--- src/rtl/iobus_arbiter.sv ---
// iobus_arbiter: round-robin arbiter granting two masters one-cycle accesses to a single IO bus
//   clk, rst            : system clock, asynchronous active-high reset
//   m0_*/m1_* req/we/adr/wdata : master requests (held until acked)
//   m0_lock/m1_lock     : burst-lock requests, only with IOARB_LOCK_EN defined
//   m0_ack/m1_ack       : high for the owner's access cycle
//   m0_rdata/m1_rdata   : bus_spo routed to the owner, 0 for the other master
//   bus_we/bus_adr/bus_wdata : owner's request driven onto the IO bus, 0 when idle
//   bus_spo             : combinational read data from the IO bus
//   Optional feature macro: IOARB_LOCK_EN (adds lock ports and hold_cnt)
module iobus_arbiter #(
    parameter int MAX_HOLD = 4
) (
    input  logic        clk,
    input  logic        rst,
    input  logic        m0_req,
    input  logic        m1_req,
    input  logic        m0_we,
    input  logic        m1_we,
    input  logic [15:2] m0_adr,
    input  logic [15:2] m1_adr,
    input  logic [31:0] m0_wdata,
    input  logic [31:0] m1_wdata,
`ifdef IOARB_LOCK_EN
    input  logic        m0_lock,
    input  logic        m1_lock,
`endif
    output logic        m0_ack,
    output logic        m1_ack,
    output logic [31:0] m0_rdata,
    output logic [31:0] m1_rdata,
    output logic        bus_we,
    output logic [15:2] bus_adr,
    output logic [31:0] bus_wdata,
    input  logic [31:0] bus_spo
);
    typedef enum logic [1:0] {IDLE, OWN0, OWN1} state_t;
    state_t state;
    state_t state_nx;
    state_t other;
    state_t pick;
    logic fav1;
    logic own_req;
    logic oth_req;
    logic stay;
    if (MAX_HOLD < 1 || MAX_HOLD > 15) begin : g_bad_hold
        $error("MAX_HOLD must be within 1..15");
    end
    assign own_req = (state == OWN0) ? m0_req : m1_req;
    assign oth_req = (state == OWN0) ? m1_req : m0_req;
    assign other   = (state == OWN0) ? OWN1 : OWN0;
    // fav1 remembers that m0 was served last, so a tie goes to m1
    assign pick    = (m0_req && m1_req) ? (fav1 ? OWN1 : OWN0) : m0_req ? OWN0 : m1_req ? OWN1 : IDLE;
`ifdef IOARB_LOCK_EN
    localparam logic [3:0] HOLD_MAX = 4'(MAX_HOLD);
    // hold_cnt counts consecutive acks of the current owner, including the present one
    logic [3:0] hold_cnt;
    assign stay = ((state == OWN0) ? m0_lock : m1_lock) && own_req && (hold_cnt < HOLD_MAX);
`else
    assign stay = 1'b0;
`endif
    assign state_nx = (state == IDLE) ? pick : stay ? state : oth_req ? other : own_req ? state : IDLE;
    always_ff @(posedge clk or posedge rst) begin
        if (rst) begin
            state <= IDLE;
            fav1  <= 1'b0;
`ifdef IOARB_LOCK_EN
            hold_cnt <= 4'd0;
`endif
        end else begin
            state <= state_nx;
            if (state != IDLE) fav1 <= (state == OWN0);
`ifdef IOARB_LOCK_EN
            hold_cnt <= (state_nx == IDLE) ? 4'd0 : (state_nx != state) ? 4'd1 :
                        (hold_cnt < HOLD_MAX) ? hold_cnt + 4'd1 : hold_cnt;
`endif
        end
    end
    // outputs decode the state register, so rst clears them without waiting for clk
    assign m0_ack    = (state == OWN0);
    assign m1_ack    = (state == OWN1);
    assign bus_we    = m0_ack ? m0_we : (m1_ack & m1_we);
    assign bus_adr   = m0_ack ? m0_adr : m1_ack ? m1_adr : '0;
    assign bus_wdata = m0_ack ? m0_wdata : m1_ack ? m1_wdata : '0;
    assign m0_rdata  = m0_ack ? bus_spo : '0;
    assign m1_rdata  = m1_ack ? bus_spo : '0;
endmodule

--- config.mk ---
export PLATFORM = sky130hd
export DESIGN_NAME = iobus_arbiter
export DESIGN_NICKNAME = d
export VERILOG_FILES = /design/src/rtl/iobus_arbiter.sv
export SDC_FILE = /design/constraint.sdc
export NUM_CORES = 1
export LEC_CHECK = 0
export CORE_ASPECT_RATIO = 0.5
export CORE_MARGIN = 5
export CORE_UTILIZATION = 18
export CTS_CLUSTER_DIAMETER = 200
export DETAILED_ROUTE_END_ITERATION = 8
export GPL_TIMING_DRIVEN = 0
export PLACE_DENSITY = 0.82
export SLEW_MARGIN = 20
export SYNTH_ARGS = -nofsm -noshare
export SYNTH_HDL_FRONTEND = slang
export SYNTH_SLANG_ARGS = --single-unit
--- constraint.sdc ---
create_clock -name clk -period 1.5 [get_ports clk]
set_clock_uncertainty 0.1 [all_clocks]
set_input_delay 0.15 -clock clk [delete_from_list [all_inputs] [get_ports clk]]
set_output_delay 0.15 -clock clk [all_outputs]
set_load 0.02 [all_outputs]
======== After elaboration in Yosys (flattened, before gate mapping) ========
Index checks and enable logic that the tools add are counted.
storage, ports and cells
  output and inout bits ................... 113
  bits in registers ....................... 3
  input bits .............................. 130
  logic and storage cells ................. 26
operators by class
  eq/ne operators ......................... 3
  bitwise gates (word level) .............. 1
  multiplexer cells ....................... 17
  reductions and logical operators ........ 3
operators by type and width
  operator                                                                  count
  32-bit 2-to-1 mux                                                         4
  14-bit 2-to-1 mux                                                         2
  2-bit 2-to-1 mux                                                          8
  1-bit 2-to-1 mux                                                          3
  3-bit by 1-bit inequality test with 1-bit output (second input constant)  1
  2-bit by 1-bit == test with 1-bit output (second input constant)          1
  2-bit == test (second input constant)                                     1
  2-bit logical NOT                                                         1
  2-bit nonzero test                                                        1
  1-bit AND                                                                 1
  1-bit logical AND                                                         1

======== Logic depth before layout (Yosys ltp) ========
  word-level depth ........................ 5
  depth in mapped cells ................... 4
  depth with buffers taken out ............ 2

======== Worst setup path after synthesis ========
OpenSTA, ideal clock, no wires.
  path type ............................... reg-to-output
  start point ............................. register state[0]
  end point ............................... output m0_rdata[12]
  data arrival time ....................... 1.110 ns
  stages on the path, launching flop included .. 5
  buffers on the path ..................... 2
  setup slack ............................. 0.140 ns
  cells stage by stage .................... dfrtp_1 nor2b_1 buf_4 buf_2 and2_1
between the ends
  cells in the longest elaborated chain, start to end .. 2
RTL lines
  element                                   line  RTL
  start, declared                           37    state_t state;
  start signal, assigned                    70    state <= state_nx;
  2-bit by 1-bit == test with 1-bit output  79    assign m0_ack = (state == OWN0);
  named net m0_ack                          27    output logic m0_ack,
  32-bit 2-to-1 mux                         84    assign m0_rdata = m0_ack ? bus_spo : '0;
  end, declared                             29    output logic [31:0] m0_rdata,
The timed path passes the listed nets, and every way through them passes these cells.

======== Worst setup path in the final report ========
  start point ............................. register state[0]
  end point ............................... output bus_wdata[10]
between the ends
  cells in the longest elaborated chain, start to end .. 3
RTL lines
  element                line  RTL
  2-bit == test          80    assign m1_ack = (state == OWN1);
  32-bit 2-to-1 mux      83    assign bus_wdata = m0_ack ? m0_wdata : m1_ack ? m1_wdata : '0;
  32-bit 2-to-1 mux (*)  83
  end, declared          33    output logic [31:0] bus_wdata,
Every way passes the cells marked *; elsewhere a longest branch is shown, timed or not.

==> results by group <==
Setup path
  – Crit path kind: reg -> out
  – Worst reg2reg path endpoint: state[1]
  – Worst Path Required: ~1.3 ns
  – Crit. End Element: primary output
  – Reg-to-Reg Start: state[0]
  – CP endpoint: bus_wdata[10]
  – WP data arrival: 1.48 ns
  – Critical Path Start: state[0]
  – Critical Path Fanout Max: 10
  – R2R setup slack: 0.20 ns
  – Critical path launch point type: register
  – Reg2reg path depth: 4

Power and ir drop
  – LEAKAGE: 1.901 nW
  – Worst vdd ir: 0.7003 mV
  – Pwr dens: 648.8 nW/um2

Clocking
  – Clock slew at reported path FFs: around 0.030 ns
  – CTS H-tree lvls: 1
  – Max Root-Sink Buffers: 2
  – CTS Buf Count: 3
  – Root Buffer: clkbuf_16
  – Num Clock Sinks: 3
  – Clk_lat worst skew: 0.23 ns
  – CTS tree: yes

Layout
  – Nets: 528
  – Core Util, Final: 0.7234
  – Fraction of layout cells with a size suffix above 1: 0.4736
  – ANT cells: 0
  – Finished Layout Cells: between 400 and 500
  – Filler cells: 385
  – Area growth from synthesis to layout: 281.8%

Logic synthesis
  – Mapped Nets: 270
  – Area leader, netlist: a22o_1
  – Post-Syn Area: roughly 1100 um2
  – Synth area leaders: a22o_1 (39%), and2_1 (38%), dfrtp_1 (7.1%), buf_6 (5.3%), buf_2 (4.7%)
  – YS warnings: 0
  – Synth unique cells: 12
  – Syn_area_per_cell: approximately 7.6 um2
  – Yosys top cell area share: 0.3889
  – Post-Synthesis Cells: 140
  – Synthesis-stage register bit count: 3
  – Seq/Total Area, Yosys: 0.07092

Flow run
  – Max-cap violations: 0

STA
  – RSZ-0062 raised after global routing: true
  – Max Fclk: 576.6 MHz
  – Setup tns final: -19.59 ns
  – Fin crit period: 1.734 ns
  – Worst Max-Slew Pin Slew: 0.1690 ns
  – # setup viols final: 113
  – Final cycle utilization of the critical path: 1.156
  – PnR worst setup slack: -0.2344 ns
  – Max_slew headroom: 0.8870
  – Max Slew Vio Count: 0
  – Final hold violations: 0

GRT
  – First-pass GRT wire length: 13720 um
  – Vias in the first global route: between 2000 and 2500
  – All-Layer GR Usage: 0.2277
  – Initial antenna violation count: 0
  – Largest net degree at the start of global routing: 11
  – Congestion Overflow GR: 0

Die
  – Die W: 118.5 um
  – Die Footprint: ~7600 um2
  – Die Y: 64.23 um
  – Boundary pin count: 243
  – Core area: ~5600 um2
  – FP Rows: 19
  – Starting Density: 0.1895

Routing
  – Initial DRC Count: 68
  – Drt total wl: 10230 um
  – Vias/cell: 4.487
  – Post-route ant nets: 0
  – Drt first pass iters: 4
  – Detailed-route via count: approximately 2100
  – WL/cell: 21.77 um
  – Drc violations: 0

Place
  – GPL Wtd Cong: approximately 0.9
  – Inst Count DP: 455
  – Dpl ws: -0.5318 ns
  – Post-DP HPWL: 7790 um
  – Port Buffers: 242

Hold path
  – Hold Crit Depth: 2
  – Worst hold path class: in -> reg
  – Worst Hold Launch: m1_req

Outcome
  – Violated checks: negative setup slack
  – Outcome: complete, but fails checks
[synth_stat cells]
master and number:
o21ba_2 1, nor2b_1 2, and2_1 64, a21oi_1 2
buf_2 10, clkbuf_2 2, dfrtp_1 3, buf_6 5
o21a_1 1, a22o_1 47, buf_4 1, inv_1 2
[power by group]
group	internal, W	total (W)	leakage [nW]	switching (W)
Sequential	0.0000917	0.000102	0.0360	0.0000102
Clock	0.000351	0.000432	0.0382	0.0000802
Combinational	0.00118	0.00209	1.83	0.000911
Total	0.00162	0.00262	1.90	0.00100
[layer usage]
| metal | track usage | routed length, um | share of wire | vias to the layer above |
|---|---|---|---|---|
| met5 | 0 | 0 | 0 | - |
| met4 | 0.04526 | 147 | 0.014 | 0 |
| met3 | 0.01850 | 212 | 0.021 | 14 |
| met2 | 0.4510 | 5944 | 0.58 | 43 |
| met1 | 0.2713 | 3928 | 0.38 | 1035 |
| li1 | - | - | - | 1017 |
[final cells by class]
cell class	instances	area [um2]	share of cell area
clock buffer	4	78.83	0.01950
buffer	18	239.0	0.05913
timing repair buffer	253	2561	0.6337
multi-input combinational	117	988.4	0.2446
tap	73	91.34	0.02260
sequential	3	75.07	0.01858
inverter	2	7.507	0.001858
[critical path, cell delays in order (launching register included)]
cell and delay (ns):
dfrtp_1 0.42, nor2b_4 0.16, buf_6 0.14, buf_8 0.14, a22o_4 0.27, buf_6 0.13
[registers in the layout, indices dropped and copies added (netlist names)]
| name | cells |
|---|---|
| state | 2 |
| fav1 | 1 |
[what timing repair did]
action	in CTS	in global routing
endpoints found under the setup margin	113	113
setup buffers	1	1
cloned	3	5
gates resized for setup	564	159
hold endpoints to repair	3	0
hold buffers	1	0
pin swaps	14	39
[cells by family (layout without fill, tap and decap cells)]
group	after synthesis	in the layout	share of synthesized area
buf+inv	20	277	0.1241
compound gates	51	51	0.4149
flops	3	3	0.07092
simple gates	66	66	0.3901
[layout by cell type (no fill, tap or decap), drive strengths merged]
master / n
inv: 2
o21ba: 1
clkdlybuf4s50: 129
o21a: 1
dfrtp: 3
dlygate4sd3: 1
a22o: 47
a21oi: 2
buf: 137
and2: 64
clkbuf: 8
nor2b: 2
[how the worst min path moves through the flow]
stage	end	slack, ns
floorplan	fav1	-0.20
global route	state[1]	0.45
detailed placement	state[1]	0.23
CTS	fav1	0.41
finish	state[1]	0.45
global placement	state[0]	0.23
[stage by stage]
stage               area [um2]  power [W]  hold slack (ns)
floorplan                 1059  0.0008638          -0.1964
global placement          3572   0.001840           0.2279
detailed placement        3572   0.001861           0.2284
CTS                       3482   0.002270           0.4126
global route              4041   0.002716           0.4550
finish                    4041   0.002622           0.4508
(Power assumes the default switching activity.)
